--- config.mk ---
export PLATFORM = sky130hd
export DESIGN_NAME = stopwatch_ctrl
export DESIGN_NICKNAME = d
export VERILOG_FILES = /design/src/rtl/stopwatch_ctrl.sv
export SDC_FILE = /design/constraint.sdc
export NUM_CORES = 1
export LEC_CHECK = 0
export CAP_MARGIN = 20
export CORE_ASPECT_RATIO = 1.2
export CORE_MARGIN = 2
export CORE_UTILIZATION = 55
export DETAILED_ROUTE_END_ITERATION = 10
export GPL_TIMING_DRIVEN = 0
export PLACE_DENSITY = 0.77
export SYNTH_ARGS = -nofsm -noshare
export SYNTH_HDL_FRONTEND = slang
export SYNTH_SLANG_ARGS = --single-unit
export TNS_END_PERCENT = 5
--- constraint.sdc ---
create_clock -name clk -period 5.4 [get_ports clk]
set_input_delay 1.08 -clock clk [delete_from_list [all_inputs] [get_ports clk]]
set_output_delay 1.08 -clock clk [all_outputs]
set_load 0.01 [all_outputs]
--- src/rtl/stopwatch_ctrl.sv ---
// Stopwatch sequencer: prescales clk into digit count pulses and runs the
// start/stop/lap/clear/overflow state machine for the BCD digit chain.
module stopwatch_ctrl #(
  parameter int unsigned PRESCALE  = 1_000_000,
  parameter int unsigned CNT_WIDTH = 20
) (
  input  logic       clk,
  input  logic       rst,
  input  logic       start_stop,
  input  logic       lap,
  input  logic       clear,
  input  logic       top_carry,
  output logic       increase,
  output logic       load_def,
  output logic       freeze,
  output logic       running,
  output logic       overflow,
  output logic [2:0] state
);

  typedef enum logic [2:0] {
    IDLE  = 3'd0,
    RUN   = 3'd1,
    PAUSE = 3'd2,
    LAP   = 3'd3,
    OVF   = 3'd4
  } state_e;

  localparam logic [CNT_WIDTH-1:0] LAST_CNT = CNT_WIDTH'(PRESCALE - 1);

  state_e               state_q, state_d;
  logic [CNT_WIDTH-1:0] cnt_q, cnt_d;
  logic                 inc_d, load_d, freeze_d, ovf_d;
  logic                 wrap;

  assign wrap = (cnt_q == LAST_CNT);

  // NOTE: every signal written here gets a default first, so no path leaves it unassigned and no latch is inferred.
  always_comb begin
    state_d  = state_q;
    cnt_d    = cnt_q;
    inc_d    = 1'b0;
    load_d   = 1'b0;
    freeze_d = freeze;
    ovf_d    = overflow;

    if (clear) begin
      // Digits only honour load_def while increase is high, so both pulse together.
      state_d  = IDLE;
      cnt_d    = '0;
      freeze_d = 1'b0;
      ovf_d    = 1'b0;
      inc_d    = 1'b1;
      load_d   = 1'b1;
    end else begin
      unique case (state_q)
        IDLE: begin
          if (start_stop) begin
            state_d = RUN;
            cnt_d   = '0;
          end
        end
        RUN, LAP: begin
          if (increase && top_carry) begin
            // The chain wrapped on the edge that carried this increase.
            state_d  = OVF;
            cnt_d    = '0;
            freeze_d = 1'b0;
            ovf_d    = 1'b1;
          end else if (start_stop) begin
            // Prescaler holds from this edge so a resume loses no partial step.
            state_d  = PAUSE;
            freeze_d = 1'b0;
          end else begin
            cnt_d = wrap ? '0 : cnt_q + CNT_WIDTH'(1);
            inc_d = wrap;
            if (lap) begin
              state_d  = (state_q == RUN) ? LAP : RUN;
              freeze_d = (state_q == RUN);
            end
          end
        end
        PAUSE: begin
          if (start_stop) state_d = RUN;
        end
        OVF: begin
          state_d = OVF;
        end
        default: begin
          state_d = IDLE;
          cnt_d   = '0;
        end
      endcase
    end
  end

  // NOTE: sequential state uses non-blocking assignments so every register samples pre-edge values.
  always_ff @(posedge clk or posedge rst) begin
    if (rst) begin
      state_q  <= IDLE;
      cnt_q    <= '0;
      increase <= 1'b0;
      load_def <= 1'b0;
      freeze   <= 1'b0;
      overflow <= 1'b0;
    end else begin
      state_q  <= state_d;
      cnt_q    <= cnt_d;
      increase <= inc_d;
      load_def <= load_d;
      freeze   <= freeze_d;
      overflow <= ovf_d;
    end
  end

  assign state   = state_q;
  assign running = (state_q == RUN) || (state_q == LAP);

endmodule

# --- Word level (Yosys, flattened, before mapping) ---
# Index checks and enable logic that the tools add are counted.
classes:
  addsub: 1
  n_eq_ne: 10
  n_mux: 26
  n_reduce_logical: 13
ops:
  columns: ["op", "count"]
  rows:
  - ["two-way mux 20 bit", 5]
  - ["one-hot mux 20 bit (3 select lines)", 1]
  - ["adder 20 x 1 -> 20 bit (second input constant)", 1]
  - ["== test 20 bit (second input constant)", 1]
  - ["two-way mux 3 bit", 5]
  - ["two-way mux 1 bit", 13]
  - ["one-hot mux 3 bit (3 select lines)", 1]
  - ["== test 3 x 2 -> 1 bit (second input constant)", 2]
  - ["AND reduction 2 bit", 3]
  - ["OR reduction 2 bit", 3]
  - ["inequality test 5 bit (second input constant)", 1]
  - ["inequality test 4 bit (second input constant)", 1]
  - ["nonzero test 2 bit", 2]
  - ["nonzero test 4 bit", 1]
  - ["== test 3 x 1 -> 1 bit (second input constant)", 1]
  - ["== test 3 bit (second input constant)", 1]
  - ["zero test 3 bit", 1]
  - ["inequality test 3 x 1 -> 1 bit (second input constant)", 1]
  - ["inequality test 3 bit (second input constant)", 1]
  - ["AND reduction 3 bit", 1]
  - ["two-way mux 2 bit", 1]
  - ["inequality test 2 x 1 -> 1 bit (second input constant)", 1]
  - ["logical AND 1 bit", 1]
  - ["logical OR 1 bit", 1]
totals:
  regBits: 27
  input_bits: 6
  output_inout_bits: 8
  wordCells: 56

# --- Depth between registers and ports, before layout ---
logic_depth:
  depth_word: 7
  ltp_mapped: 7
  mapped_depth_nobuf: 6

# --- Least setup slack after synthesis ---
# Ideal clock, no wire load.
synth_timing:
  path_kind: "input-to-reg"
  start: "input port clear"
  end: "register cnt_q[3]"
  setup_time_ns: 0.123
  arrival_time_ns: 2.490
  required_time_ns: 5.277
  setup_slack_ns: 2.787
  cell_stages: 7
  n_path_buf: 2
  cell_sequence: "clkbuf_1 > or3b_2 > o22ai_2 > buf_2 > nor3_1 > o21ai_0 > nand2_1"
synth_between:
  elab_chain_len: 2
  word_cells_on_any_way: 5
  cone_classes: "3 x eq/ne; 1 x mux; 1 x reduce/logical"
synth_rtl:
  columns: ["item", "line", "source"]
  rows:
  - ["start, declared", "11", "input logic clear,"]
  - ["inequality test 4 bit (no source line) (tied with other cells)", null, null]
  - ["AND reduction 3 bit (no source line)", null, null]
  - ["end signal, assigned", "108", "cnt_q <= cnt_d;"]
  - ["end, declared", "32", "logic [CNT_WIDTH-1:0] cnt_q, cnt_d;"]
# Several ways; a longest one is shown, not always the timed one.
# A chain may end at the register's enable or synchronous reset.

# --- Worst setup path after layout ---
layout_timing:
  start: "input port clear"
  end: "register cnt_q[6]"
# The elaborated chain is that of the path after synthesis.

==> impl_metrics.env <==
export IMPL_yosysTopAreaCell="sky130_fd_sc_hd__dfrtp_1"
export IMPL_dieHeight_um=62.8
export IMPL_cts_sinks=27
export IMPL_vdd_drop_max_uv=109
export IMPL_post_route_cells_drive_above_1_share=0.120
export IMPL_fillerInstances=238
export IMPL_postPlaceCellArea_mm2=0.00176
export IMPL_worst_endpoint_required_ns=5.64
export IMPL_grt_max_degree=28
export IMPL_synthesis_nets=180
export IMPL_initial_utilization=0.574
export IMPL_ctsHoldBuffers=0
export IMPL_grt_first_pass_wirelength_um=6270
export IMPL_multi_input_comb_area_um2=823
export IMPL_cts_max_level=1
export IMPL_critPathArrivalTime_ns=3.27
export IMPL_grt_setup_unrepaired="no"
export IMPL_cts_tree="built"
export IMPL_later_pin_clock_latency_in_the_skew_report_ns=0.33
export IMPL_post_synth_top_count_cell="sky130_fd_sc_hd__dfrtp_1"
export IMPL_die_area_mm2=0.00333
export IMPL_chipWidth_um=53.0
export IMPL_synthFlopType="sky130_fd_sc_hd__dfrtp_1"
export IMPL_postSynth_asyncResetShare=1.00
export IMPL_synth_cells=173
export IMPL_numCtsBuffers=3
export IMPL_grt_antenna_before_repair=0
export IMPL_ios=14
export IMPL_min_period_over_period=0.562
export IMPL_route_detailed_wl_per_inst_um=15.9
export IMPL_setup_viol_count_final=0
export IMPL_num_vias=1400
export IMPL_synth_edf_count=0
export IMPL_placementRows=21
export IMPL_synth_seq_area_share=0.427
export IMPL_cts_setup_buffers=0
export IMPL_clock_root_buffer="sky130_fd_sc_hd__clkbuf_4"
export IMPL_drt_total_wl_um=3570
export IMPL_postSynthRegisterBits=27
export IMPL_upper_clock_frequency_limit_mhz=330
export IMPL_groute_usage_overall=0.242
export IMPL_clock_tree_buffer_depth=2
export IMPL_dp_final_hpwl_um=2570
export IMPL_clk_transition_reported_paths_ns=0.15
export IMPL_post_syn_area_mm2=0.00158
export IMPL_path_max_fanout=10
export IMPL_synth_top_area_frac=0.427
export IMPL_outcome="completed"
export IMPL_ant_nets=0
export IMPL_report_final_hold_viol_count=0
export IMPL_gp_congestion=0.836
export IMPL_flow_area_growth_from_synthesis_pct=14.4
export IMPL_port_buffers=13
export IMPL_gr_total_overflow=0
export IMPL_timing_max_transition_violations_final=0
export IMPL_route_detailed_drc=0
export IMPL_drt_first_pass_iters=4
export IMPL_power_density_mw_per_mm2=194
export IMPL_post_cts_resize_count=0
export IMPL_regArea_um2=676
export IMPL_first_global_vias=1409
export IMPL_design_core_area_mm2=0.00276
export IMPL_timing_max_slew_rel_slack=0.558
export IMPL_diodes_inserted=0
export IMPL_post_synth_cell_area_avg_um2=9.16
export IMPL_critPathCaptureType="flip-flop"
export IMPL_hold_path_class="reg2reg"
export IMPL_clock_skew_final_ns=0.0126
export IMPL_tightestPinTransition_ns=0.657
export IMPL_timing_setup_critical_path_class="in2reg"
export IMPL_route_detailed_vias_per_inst=6.22
export IMPL_cellLeakagePower_nw=0.743
export IMPL_timing_max_cap_violations=0
export IMPL_yosysWarningCount=0
export IMPL_setup_worst_path_start_class="input pin"
export IMPL_fin_tns_setup_ns=0
export IMPL_ys_top_cells_by_count="27 x sky130_fd_sc_hd__dfrtp_1, 15 x sky130_fd_sc_hd__a21oi_1, 13 x sky130_fd_sc_hd__nand2_1, 12 x sky130_fd_sc_hd__inv_1, 12 x sky130_fd_sc_hd__nand3_1"
export IMPL_finalCriticalPeriod_ns=3.03
export IMPL_detailedRoute_firstIterationViolations=81
export IMPL_netlist_cell_type_count=47
export IMPL_final_net_count=199
export IMPL_yosys_top_cells_area="sky130_fd_sc_hd__dfrtp_1 43%, sky130_fd_sc_hd__a21oi_1 4.7%, sky130_fd_sc_hd__nand3_1 3.8%, sky130_fd_sc_hd__o22ai_1 3.6%, sky130_fd_sc_hd__nand2_1 3.1%"
export IMPL_final_area_mm2=0.00181
export IMPL_post_layout_total_power_w=0.000351
[cell type report]
class                           instances  share of cell area
Tap cell                               34              0.0235
Clock inverter                          1             0.00276
Sequential cell                        27               0.373
Inverter                               12              0.0249
Multi-Input combinational cell        127               0.454
Timing Repair Buffer                   14              0.0870
Buffer                                  7              0.0221
Clock buffer                            3              0.0124
[critical path, stage by stage]
cell and delay [ns]:
sky130_fd_sc_hd__clkdlybuf4s50_1 0.41, sky130_fd_sc_hd__clkbuf_1 0.20, sky130_fd_sc_hd__or3b_2 0.51, sky130_fd_sc_hd__o22ai_2 0.37, sky130_fd_sc_hd__clkbuf_1 0.44, sky130_fd_sc_hd__o21ai_0 0.17
sky130_fd_sc_hd__o41ai_1 0.08
[power by group]
group | internal (W) | switching (W) | leakage [nW]
Combinational | 0.0000245 | 0.0000290 | 0.354
Sequential | 0.000205 | 0.00000341 | 0.371
Clock | 0.0000278 | 0.0000616 | 0.0177
Total | 0.000257 | 0.0000940 | 0.743
[registers in the layout, indices dropped and copies added (netlist names)]
name      count
freeze        1
overflow      1
state         3
increase      1
load_def      1
cnt_q        20
[layer usage]
layer | wire length [um] | global-route usage | vias up
li1 | - | - | 675
met1 | 1600 | 0.308 | 678
met2 | 1800 | 0.425 | 40
met3 | 121 | 0.0215 | 7
met4 | 61 | 0.0705 | 0
met5 | 0 | 0 | -
[placed cells by master (no fill, tap or decap), types with 3 or more instances in the layout]
| cell type | instances |
|---|---|
| sky130_fd_sc_hd__dfrtp_1 | 27 |
| sky130_fd_sc_hd__inv_1 | 12 |
| sky130_fd_sc_hd__clkdlybuf4s50_1 | 13 |
| sky130_fd_sc_hd__o22ai_1 | 9 |
| sky130_fd_sc_hd__clkbuf_1 | 3 |
| sky130_fd_sc_hd__nand3_1 | 12 |
| sky130_fd_sc_hd__a22o_1 | 5 |
| sky130_fd_sc_hd__nor2_1 | 11 |
| sky130_fd_sc_hd__a21oi_1 | 15 |
| sky130_fd_sc_hd__o21ai_0 | 7 |
| sky130_fd_sc_hd__nand2_1 | 13 |
| sky130_fd_sc_hd__nor3_1 | 5 |
| sky130_fd_sc_hd__and4_1 | 4 |
| sky130_fd_sc_hd__nand4_1 | 4 |
| sky130_fd_sc_hd__or3_1 | 4 |
| sky130_fd_sc_hd__clkbuf_4 | 3 |
| sky130_fd_sc_hd__a21o_1 | 3 |
| sky130_fd_sc_hd__and2_1 | 3 |
[through the flow]
stage	hold WS [ns]	instances	setup WS (ns)	util
3_5_place_dp	0.481	220	2.05	0.637
2_1_floorplan	0.490	173	2.79	-
5_1_grt	0.557	225	2.23	0.657
4_1_cts	0.513	224	2.42	0.647
6_report	0.516	225	2.37	0.657
3_3_place_gp	0.462	220	2.08	0.637
[logic make-up (layout without fill, tap and decap cells)]
group / after synthesis / count (layout) / synth area share
AND/OR/NAND/NOR: 74 / 74 / 0.284
adder cells (fa/ha/maj): 1 / 1 / 0.00790
flip-flops: 27 / 27 / 0.427
multiplexers: 1 / 1 / 0.00632
AO/OA/AOI/OAI: 51 / 51 / 0.221
buffers and inverters: 19 / 37 / 0.0537
[path summary, 6_finish.rpt]
path	endpoint	slack (ns)	depth (start not counted)	start
min in group asynchronous	cnt_q[5]	0.93	2	rst
min	freeze	0.52	2	freeze
max reg2reg	cnt_q[9]	3.26	6	cnt_q[12]
max	cnt_q[6]	2.37	7	clear
max in group asynchronous	state[1]	4.07	3	rst
min reg2reg	freeze	0.52	2	freeze
Note: power is estimated with default switching activity, not from simulation.
